$ cat config.mk
export PLATFORM = sky130hd
export DESIGN_NAME = x_23k640_arb
export DESIGN_NICKNAME = d
export VERILOG_FILES = /design/src/rtl/x_23k640_arb_pkg.sv /design/src/rtl/x_23k640_arb_rr_pick.sv /design/src/rtl/x_23k640_arb.sv
export SDC_FILE = /design/constraint.sdc
export NUM_CORES = 1
export LEC_CHECK = 0
export CAP_MARGIN = 20
export CORE_MARGIN = 2
export CORE_UTILIZATION = 40
export DETAILED_ROUTE_END_ITERATION = 8
export PLACE_DENSITY = 0.74
export SLEW_MARGIN = 5
export SYNTH_ARGS = -nofsm -noshare
export SYNTH_HDL_FRONTEND = slang
export SYNTH_SLANG_ARGS = --single-unit
$ cat constraint.sdc
create_clock -name i_clk -period 6.3 [get_ports i_clk]
set_clock_uncertainty 0.2 [all_clocks]
set_input_delay 1.89 -clock i_clk [delete_from_list [all_inputs] [get_ports i_clk]]
set_output_delay 1.89 -clock i_clk [all_outputs]
set_load 0.05 [all_outputs]
$ cat src/rtl/x_23k640_arb_pkg.sv
// Shared types and defaults for the x_23k640 SPI SRAM request arbiter.
package x_23k640_arb_pkg;

    typedef enum logic [1:0] {
        IDLE = 2'd0,
        REQ  = 2'd1,
        WAIT = 2'd2
    } arb_state_t;

    localparam int DEF_AW = 16;
    localparam int DEF_DW = 8;

    // Index width for an N-entry requester set, never narrower than one bit.
    function automatic int idx_w(input int n);
        return (n > 1) ? $clog2(n) : 1;
    endfunction

endpackage

$ cat src/rtl/x_23k640_arb_rr_pick.sv
// Combinational round-robin pick: first valid requester at or after the pointer, wrapping.
module x_23k640_arb_rr_pick
    import x_23k640_arb_pkg::*;
#(
    parameter int N_REQ = 4,
    parameter int IW    = idx_w(N_REQ)
) (
    input  logic [N_REQ-1:0] valid,
    input  logic [IW-1:0]    rr,
    output logic [N_REQ-1:0] grant,
    output logic [IW-1:0]    idx,
    output logic             any
);

    logic [IW-1:0] kk;

    always_comb begin
        grant = '0;
        idx   = '0;
        any   = 1'b0;
        kk    = '0;
        for (int i = 0; i < N_REQ; i++) begin
            kk = IW'((int'(rr) + i) % N_REQ);
            if (!any && valid[kk]) begin
                grant[kk] = 1'b1;
                idx       = kk;
                any       = 1'b1;
            end
        end
    end

endmodule

$ cat src/rtl/x_23k640_arb.sv
// Round-robin arbiter sharing one x_23k640 SPI SRAM controller; one transaction in flight,
// completion routed back to the requester that won the grant.
module x_23k640_arb
    import x_23k640_arb_pkg::*;
#(
    parameter int N_REQ = 4,
    parameter int AW    = DEF_AW,
    parameter int DW    = DEF_DW
) (
    input  logic                i_clk,
    input  logic                i_rst,
    input  logic [N_REQ-1:0]    i_req_valid,
    output logic [N_REQ-1:0]    o_req_accept,
    input  logic [N_REQ-1:0]    i_req_rd_n_wr,
    input  logic [N_REQ*AW-1:0] i_req_addr,
    input  logic [N_REQ*DW-1:0] i_req_wdata,
    output logic [N_REQ-1:0]    o_cpl_ready,
    output logic [DW-1:0]       o_cpl_rdata,
    output logic                o_busy,
    output logic                o_valid,
    input  logic                i_accept,
    output logic                o_rd_n_wr,
    output logic [AW-1:0]       o_addr,
    output logic [DW-1:0]       o_wdata,
    input  logic                i_ready,
    input  logic [DW-1:0]       i_rdata
);

    localparam int IW = idx_w(N_REQ);

    arb_state_t       state_q, state_d;
    logic [IW-1:0]    rr_q;
    logic [IW-1:0]    grant_q;
    logic             rd_n_wr_q;
    logic [AW-1:0]    addr_q;
    logic [DW-1:0]    wdata_q;
    logic [N_REQ-1:0] cpl_ready_q;
    logic [DW-1:0]    cpl_rdata_q;

    logic [N_REQ-1:0] pick_grant;
    logic [IW-1:0]    pick_idx;
    logic             pick_any;
    logic             take;

    x_23k640_arb_rr_pick #(
        .N_REQ (N_REQ),
        .IW    (IW)
    ) u_pick (
        .valid (i_req_valid),
        .rr    (rr_q),
        .grant (pick_grant),
        .idx   (pick_idx),
        .any   (pick_any)
    );

    // Accept is suppressed while reset is held so no grant pulse leaks out of reset.
    always_comb begin
        state_d      = state_q;
        take         = 1'b0;
        o_req_accept = '0;
        case (state_q)
            IDLE: begin
                if (pick_any && !i_rst) begin
                    take         = 1'b1;
                    o_req_accept = pick_grant;
                    state_d      = REQ;
                end
            end
            REQ:     if (i_accept) state_d = WAIT;
            WAIT:    if (i_ready)  state_d = IDLE;
            default: state_d = IDLE;
        endcase
    end

    always_ff @(posedge i_clk) begin
        if (i_rst) begin
            state_q     <= IDLE;
            rr_q        <= '0;
            grant_q     <= '0;
            rd_n_wr_q   <= 1'b0;
            addr_q      <= '0;
            wdata_q     <= '0;
            cpl_ready_q <= '0;
            cpl_rdata_q <= '0;
        end else begin
            state_q     <= state_d;
            cpl_ready_q <= '0;
            if (take) begin
                grant_q   <= pick_idx;
                rd_n_wr_q <= i_req_rd_n_wr[pick_idx];
                addr_q    <= i_req_addr[int'(pick_idx)*AW +: AW];
                wdata_q   <= i_req_wdata[int'(pick_idx)*DW +: DW];
                rr_q      <= (pick_idx == IW'(N_REQ-1)) ? '0 : pick_idx + IW'(1);
            end
            // Completion data is forwarded for writes too; the requester ignores it.
            if (state_q == WAIT && i_ready) begin
                cpl_ready_q[grant_q] <= 1'b1;
                cpl_rdata_q          <= i_rdata;
            end
        end
    end

    assign o_busy      = (state_q != IDLE);
    assign o_valid     = (state_q == REQ);
    assign o_rd_n_wr   = rd_n_wr_q;
    assign o_addr      = addr_q;
    assign o_wdata     = wdata_q;
    assign o_cpl_ready = cpl_ready_q;
    assign o_cpl_rdata = cpl_rdata_q;

endmodule

After elaboration in Yosys (flattened, before gate mapping)

Index checks and enable logic that the tools add are counted.

Word-level logic and storage cells: 94
Flip-flop bits (word level): 43
Output and inout bits: 43

Shift-type cells: 2
Equal/unequal tests: 6
Add/sub/neg operators: 4
Muxes and demuxes: 41
Reductions and logical operators: 18
Bitwise logic cells: 4
Order comparisons: 11

Operators by type and width:

| operator              | number |
|---|---|
| $shiftx A64 B7 Y16    | 1 |
| $shiftx A32 B6 Y8     | 1 |
| $mux W4               | 6 |
| $lt A2 B3 Y1 const B  | 6 |
| $mux W1               | 16 |
| $mux W2               | 8 |
| $or A4 B4 Y4          | 3 |
| $bmux W1 S2           | 5 |
| $demux W1 S2          | 5 |
| $ge A2 B1 Y1 const B  | 5 |
| $logic_and A1 B1 Y1   | 10 |
| $pmux W2 S3           | 1 |
| $add A2 B1 Y2 const B | 2 |
| $add A2 B2 Y2 const B | 2 |
| $eq A2 B2 Y1 const B  | 2 |
| $logic_not A1 Y1      | 4 |
| $ne A2 B2 Y1 const B  | 2 |
| $reduce_and A3 Y1     | 1 |
| $eq A2 B1 Y1 const B  | 1 |
| $logic_not A2 Y1      | 1 |
| $ne A2 B1 Y1 const B  | 1 |
| $reduce_bool A2 Y1    | 1 |
| $reduce_or A2 Y1      | 1 |
| $not A1 Y1            | 1 |

Longest topological paths before layout

Gate-level depths: netlist of the first run.

Depth in word-level cells: 15
Gate-level depth with buffers: 17
Depth with buffers taken out: 8

Hierarchy

Synthesis of the first run repeated with hierarchy kept, for this count alone.

Cells, all modules: 251
Area, all modules: 2638.8 µm²

Modules (own cells, without submodules):

| module               | area an instance (µm²) | instances | cells each | sequential area each (µm²) |
|---|---|---|---|---|
| x_23k640_arb         | 2217.1                 | 1         | 206        | 860.8 |
| x_23k640_arb_rr_pick | 421.7                  | 1         | 45         | 0.0 |

Worst setup path before layout of the first run

No wires, ideal clock.

Path type: input to output
Start point: in i_req_valid[2]
End point: out o_req_accept[0]
Stages: 10
Setup slack: -0.116 ns
Buffers on the path: 4
Data arrival time: 4.326 ns
Cells stage by stage: buf_2 > mux4_2 > buf_2 > nor2b_2 > clkbuf_1 > buf_1 > a22oi_1 > nor2_1 > a221oi_1 > nor2_1

Word-level cells in the longest chain between the ends: 15
Elaborated cells on any way between the ends: 28

Ends and longest elaborated chain:

| element                       | RTL line                   | source |
|---|---|---|
| start, declared               | x_23k640_arb.sv:12         | `input logic [N_REQ-1:0] i_req_valid,` |
| $bmux W1 S2                   | x_23k640_arb_rr_pick.sv:24 | `if (!any && valid[kk]) begin` |
| $mux W1 (not written as such) | x_23k640_arb_rr_pick.sv:24 |  |
| $mux W1                       | x_23k640_arb_rr_pick.sv:24 |  |
| $logic_not A1 Y1              | x_23k640_arb_rr_pick.sv:24 |  |
| $logic_and A1 B1 Y1           | x_23k640_arb_rr_pick.sv:24 |  |
| $mux W1                       | x_23k640_arb_rr_pick.sv:24 |  |
| $logic_not A1 Y1              | x_23k640_arb_rr_pick.sv:24 |  |
| $logic_and A1 B1 Y1           | x_23k640_arb_rr_pick.sv:24 |  |
| $mux W1                       | x_23k640_arb_rr_pick.sv:24 |  |
| $logic_not A1 Y1              | x_23k640_arb_rr_pick.sv:24 |  |
| $logic_and A1 B1 Y1           | x_23k640_arb_rr_pick.sv:24 |  |
| $mux W1                       | x_23k640_arb_rr_pick.sv:24 |  |
| $logic_and A1 B1 Y1           | x_23k640_arb.sv:63         | `if (pick_any && !i_rst) begin` |
| $mux W4 (*)                   | x_23k640_arb.sv:63         |  |
| $mux W4 (*)                   | x_23k640_arb.sv:61         | `case (state_q)` |
| end, declared                 | x_23k640_arb.sv:13         | `output logic [N_REQ-1:0] o_req_accept,` |

Every way passes the cells marked *; elsewhere a longest branch is shown, timed or not. The select of a mux whose other input is x is not followed.

Final worst setup path of the first run

Start point: in i_req_valid[2]
End point: out o_req_accept[1]

The elaborated chain is that of the path after synthesis.

==> metrics.csv, run 1 <==
stage,metric,value,unit
outcome,run_status,"complete, no violations",
sta,achievable-frequency,163,MHz
clocking,tritoncts,built,
detailed_routing,routed-via-count,4840,
detailed_routing,first_iter_violations,339,
worst_setup_path,worst_path_max_fanout,12,
job,timing.max_cap.violations,0,
floorplan,placeableCoreArea,9770,um2
logic_synthesis,synth-async-reset-ratio,0,
placement,place.gp.congestion,0.865,
detailed_routing,number_of_design_rule_violations_left_after_detail_routing,0,
sta,totalNegativeSetupSlack,0,ns
finish,layout.nets,783,
worst_setup_path,timing.setup.critical_path_class,in2out,
grt,grt_overflow,0,
floorplan,top_level_ports,159,
worst_setup_path,critical_path_arrival,4.04,ns
pwr,p_leak,2.27,nW
worst_setup_path,crit_path_end_kind,primary output,
clocking,postCtsResizedCells,0,
logic_synthesis,yosysSeqAreaShare,0.213,
pwr,sw_frac_of_total,0.537,
detailed_routing,drt.antenna.violating_nets,0,
worst_setup_path,critical_path_required,4.21,ns
pwr,netSwitchingPower,0.00132,W
clocking,cts-buffers-inserted,5,
pwr,vdd_drop_max,360,uV
grt,antenna_found_initial,0,
finish,layout.cells.non_filler,793,
floorplan,effective_utilization_at_floorplan,0.413,
sta,final_hold_viol_count,0,
sta,tightestPinTransition,1.05,ns
clocking,clock_tree.buffer_depth,2,
detailed_routing,detail_route.wl_per_cell,18.7,um
detailed_routing,postRouteWirelength,14.8,mm
clocking,clock_net_sink_count,43,
logic_synthesis,yosysTopAreaCell,dfxtp_1,
worst_setup_path,timing.critical_path.from_type,input pin,
finish,area_delta_synth_final,44.1,%
logic_synthesis,ys_types,49,
grt,grt_pass1_wl,23.7,mm
logic_synthesis,synthesis.nets,664,
logic_synthesis,syn_area,4040,um2
clocking,cts.clk_slew.worst_paths,0.09,ns
logic_synthesis,synth_ff_type,dfxtp_1,
grt,grt_start_max_net_pins,109,
clocking,cts.htree.levels,2,
placement,post-dp-hpwl,10.4,mm
finish,post-route-util,0.595,
placement,place_inst,784,
grt,number_of_global_route_vias_before_repair,4638,
detailed_routing,vias_per_cell,6.10,
sta,report.final.setup_viol,0,
logic_synthesis,synth.top_cell.area_share,0.213,
floorplan,fp.dieW,104,um
clocking,cts_hold_repair.buffers,0,
finish,post-route-cell-area,5820,um2
pwr,p_int,0.00114,W
placement,instance_area_after_placement,5700,um2
logic_synthesis,gate_count_of_the_mapped_netlist,540,
sta,grt_setup_unrepaired,false,
logic_synthesis,synth-edff-count,0,
finish,final_layout_size_suffix_gt1_frac,0.0758,
detailed_routing,number_of_iterations_in_the_first_detailed_routing_pass,5,
placement,portBuffers,158,
sta,finalWorstPathRequiredPeriod,6.13,ns
sta,drv_slew,0,
clocking,post-cts-setup-buffer-count,0,
floorplan,die_area,10900,um2
hold_path,timing.hold.worst.class,reg2reg,
sta,slew-limit-headroom,0.300,
grt,overall_track_demand_over_capacity_in_global_routing,0.260,
pwr,pwr_density_cell,422,nW/um2
clocking,clk-insertion-delay-late,0.31,ns
finish,insertedDiodeCount,0,
logic_synthesis,synthTopCellsByArea,"dfxtp_1 (21%), nand3_1 (10%), mux2i_1 (6.2%)",
sta,period_share,0.973,
logic_synthesis,syn_warnings,0,
logic_synthesis,synthesis.area_per_instance,7.47,um2
pwr,combPwrFrac,0.755,
clocking,clockRootBuffer,clkbuf_8,
logic_synthesis,ys_ff_latch,43,
pwr,p_seq_frac,0.164,
floorplan,rows,36,
floorplan,die_height,104,um
pwr,clock_power_share,0.081,
## registers in the layout (all words and copies together), names as in the netlist
name and cells:
o_rd_n_wr 1, o_wdata 8, grant_q 2, state_q 2
o_cpl_rdata 8, rr_q 2, o_cpl_ready 4, o_addr 16
## cells in the mapped netlist, types with 5 or more instances
cell type  number
nor2b_1         6
mux4_2          5
mux2i_1        25
nor3b_1        17
and4_1          8
buf_2           9
a21oi_1         7
o22ai_1         8
and3_1          8
nor2_1         30
o31ai_1        31
a221o_1         8
o31a_1          8
nor4b_1        10
o21ai_0        34
dfxtp_1        43
a22o_1         16
nand3_1        82
nand2_1        61
clkbuf_1       44
ha_1            8
buf_1           5
a41o_1          8
a32o_1         15
## critical path, stage by stage
cell,delay (ns)
clkdlybuf4s50_1,0.57
mux4_2,0.72
a22oi_1,0.27
nor2_1,0.08
a221oi_1,0.28
nor2_2,0.09
buf_12,0.16
## final cells by class
cell class	count	area, um2
sequential	43	865
clock buffer	6	82.6
multi-input combinational	430	2930
timing repair buffer	174	1740
inverter	5	18.8
clock inverter	2	16.3
fill	876	3960
tap	133	166
## layout by cell type (no fill, tap or decap), drive strengths merged, types with 4 or more instances in the layout
cell type        n
clkdlybuf4s50  154
nand3           82
nand2           61
dfxtp           43
o21ai           35
o31ai           31
nor2            30
mux2i           25
buf             20
nor3b           17
a22o            16
a32o            15
nor4b           10
o22ai            8
a41o             8
and4             8
and3             8
o31a             8
a221o            8
ha               8
nor2b            7
a21oi            7
clkbuf           6
mux4             5
inv              4
a22oi            4
a221oi           4
## power groups by stage
stage | Combinational (W) | Sequential [W] | Clock [W]
finish | 0.00185 | 0.000403 | 0.000200
global route | 0.00199 | 0.000415 | 0.000212
CTS | 0.00183 | 0.000402 | 0.000201
detailed placement | 0.00182 | 0.000408 | 0
global placement | 0.00177 | 0.000406 | 0
floorplan | 0.00117 | 0.000557 | 0
## cells by family (layout without fill, tap and decap cells)
family / Yosys count / in the layout / synth area share
compound gates: 156 / 156 / 0.293
xor+xnor: 1 / 1 / 0.00217
fa+ha+maj: 8 / 8 / 0.0248
buf+inv: 67 / 187 / 0.0726
flops: 43 / 43 / 0.213
mux: 31 / 31 / 0.0927
simple gates: 234 / 234 / 0.301
## per-stage QoR
step	hold WS [ns]	setup WS [ns]	power, W
CTS	0.261	0.108	0.00243
detailed placement	0.242	0.127	0.00223
global route	0.282	0.0403	0.00262
global placement	0.240	0.212	0.00218
floorplan	0.252	0.105	0.00173
finish	0.255	0.169	0.00245
## per-layer routing
layer / GRT usage / vias up / wire (um)
li1: - / 2302 / -
met1: 0.343 / 2305 / 6260
met2: 0.432 / 218 / 7260
met3: 0.0395 / 15 / 1070
met4: 0.0830 / 0 / 200
met5: 0 / - / 0
## worst paths after layout
kind | start | endpoint | slack [ns] | cells after the start
min | o_addr[3] | o_addr[3] | 0.26 | 2
min reg2reg | o_addr[3] | o_addr[3] | 0.26 | 2
max | i_req_valid[2] | o_req_accept[1] | 0.17 | 7
max reg2reg | rr_q[1] | o_addr[2] | 1.80 | 9
Power figures use the tool's default switching activity.
==> inputs of run 2 (changes only) <==
--- a/config.mk
+++ b/config.mk
@@ -6,6 +6,7 @@
 export NUM_CORES = 1
 export LEC_CHECK = 0
 export CAP_MARGIN = 20
+export CORE_ASPECT_RATIO = 1.5
 export CORE_MARGIN = 2
 export CORE_UTILIZATION = 40
 export DETAILED_ROUTE_END_ITERATION = 8
==> run 2 against run 1 <==
  * Setup slack improved by 0.033 ns
  * Sequential cell count did not move
  * Combinational power barely moved
  * Hold slack got worse by 0.0063 ns
  * Clock power rose by 56%
  * Final cell count fell by 2.0%
  * Fmax rose by 0.54%
  * Design area rose by 1.1%
  * Critical endpoint is now o_req_accept[3]
  * Via count rose by 3.1%
  * Largest cell class unchanged
  * Global-route usage rose by 0.83 points
  * Power rose by 4.5%
  * Highest routed layer unchanged
  * Wire length rose by 2.5%
==> metrics.csv, run 2 (synthesis results as in run 1) <==
stage,metric,value,unit
outcome,run_status,"complete, no violations",
sta,grt_setup_unrepaired,false,
clocking,clock_net_sink_count,43,
detailed_routing,number_of_iterations_in_the_first_detailed_routing_pass,7,
pwr,vdd_drop_max,307,uV
grt,grt_overflow,0,
pwr,combPwrFrac,0.721,
worst_setup_path,reg2reg_slack,1.88,ns
clocking,clk-insertion-delay-late,0.29,ns
grt,grt_start_max_net_pins,109,
placement,place_inst,767,
finish,largest_reg_flops,16,
clocking,post-cts-setup-buffer-count,0,
pwr,pwr_density_cell,436,nW/um2
finish,most_common_cell_after_layout_fill_and_taps_aside,clkdlybuf4s50_1,
clocking,cts.htree.levels,2,
worst_setup_path,crit_path_end_kind,primary output,
worst_setup_path,critical_path_arrival,4.01,ns
grt,number_of_global_route_vias_before_repair,4800,
finish,layout.cells.non_filler,777,
pwr,clock_power_share,0.121,
floorplan,fp.dieW,86.0,um
floorplan,top_level_ports,159,
finish,layout_common_cells,"clkdlybuf4s50_1 (154), nand3_1 (82), nand2_1 (61)",
floorplan,die_height,127,um
detailed_routing,detail_route.wl_per_cell,19.5,um
pwr,p_leak,2.31,nW
sta,final_hold_viol_count,0,
hold_path,min-delay-start,o_addr[3],
detailed_routing,first_iter_violations,482,
finish,area_delta_synth_final,45.6,%
placement,portBuffers,158,
worst_setup_path,worstReg2RegStart,rr_q[1],
clocking,cts-buffers-inserted,5,
sta,post_route_worst_hold_slack,0.249,ns
pwr,p_int,0.00124,W
placement,place.gp.congestion,0.849,
worst_setup_path,r2r-end,o_addr[9],
detailed_routing,drt.antenna.violating_nets,0,
placement,post-dp-hpwl,10.8,mm
sta,tightestPinTransition,1.06,ns
finish,layout.nets,784,
pwr,p_seq_frac,0.158,
job,timing.max_cap.violations,0,
pwr,sw_frac_of_total,0.515,
sta,slew-limit-headroom,0.293,
clocking,cts.clk_slew.worst_paths,0.06,ns
sta,achievable-frequency,164,MHz
clocking,clockRootBuffer,clkbuf_16,
worst_setup_path,critical_path_required,4.21,ns
floorplan,rows,44,
finish,final_layout_size_suffix_gt1_frac,0.0756,
detailed_routing,postRouteWirelength,15.2,mm
hold_path,hold_path_end,o_addr[3],
sta,period_share,0.968,
detailed_routing,number_of_design_rule_violations_left_after_detail_routing,0,
detailed_routing,routed-via-count,4992,
sta,drv_slew,0,
floorplan,effective_utilization_at_floorplan,0.414,
clocking,clock_tree.buffer_depth,2,
grt,antenna_found_initial,1,
floorplan,die_area,10900,um2
worst_setup_path,timing.critical_path.from_type,input pin,
hold_path,timing.hold.worst_path_depth,2,
pwr,report.power.total,0.00256,W
clocking,tritoncts,built,
grt,overall_track_demand_over_capacity_in_global_routing,0.268,
pwr,netSwitchingPower,0.00132,W
grt,grt_pass1_wl,23.9,mm
floorplan,placeableCoreArea,9740,um2
worst_setup_path,worst_path_max_fanout,12,
hold_path,timing.hold.worst.class,reg2reg,
sta,finalWorstPathRequiredPeriod,6.10,ns
sta,totalNegativeSetupSlack,0,ns
worst_setup_path,rr_worst_depth,9,
worst_setup_path,timing.setup.critical_path_class,in2out,
detailed_routing,vias_per_cell,6.42,
sta,report.final.setup_viol,0,
run 2: routing by layer:
layer	track usage	wire [um]	vias to the layer above
met5	0	0	-
met4	0.121	632	0
met3	0.0497	1060	45
met2	0.475	7740	254
met1	0.307	5740	2384
li1	-	-	2309
run 2: how the worst max path moves through the flow:
stage                               from               to  slack [ns]  depth (start not counted)
after floorplan           i_req_valid[2]  o_req_accept[0]        0.10                         10
after global placement    i_req_valid[1]  o_req_accept[1]        0.20                          7
after detailed placement  i_req_valid[1]  o_req_accept[2]        0.09                          7
after CTS                 i_req_valid[1]  o_req_accept[2]        0.09                          7
after global routing      i_req_valid[2]  o_req_accept[3]        0.11                          7
final                     i_req_valid[2]  o_req_accept[3]        0.20                          7
run 2: power groups by stage:
stage	Combinational, W	Sequential [W]	Clock [W]
global route	0.00199	0.000415	0.000327
global placement	0.00177	0.000406	0
CTS	0.00182	0.000404	0.000315
finish	0.00185	0.000405	0.000311
floorplan	0.00117	0.000557	0
detailed placement	0.00182	0.000409	0
run 2: what timing repair did:
item / in CTS / in global routing
hold buffers: 0 / 0
setup endpoints to repair: 0 / 4
resized for setup: 0 / 1
run 2: critical path: stages:
cell             delay (ns)
clkdlybuf4s50_1        0.56
mux4_2                 0.69
a22oi_1                0.26
nor2_1                 0.06
a221oi_1               0.30
nor2_2                 0.08
buf_12                 0.16
run 2: layout make-up:
cell class	instances	area, um2
Multi-Input combinational cell	430	2920
Antenna cell	1	2.50
Tap cell	115	144
Inverter	5	18.8
Timing Repair Buffer	175	1760
Clock buffer	5	125
Fill cell	880	3870
Clock inverter	3	47.5
Sequential cell	43	865
run 2: stage by stage:
stage	area, um2	setup slack [ns]	utilization
after floorplan	4050	0.105	-
after detailed placement	5690	0.0923	0.584
final	5880	0.202	0.603
after global placement	5670	0.202	0.582
after global routing	5880	0.108	0.603
after CTS	5860	0.0912	0.602
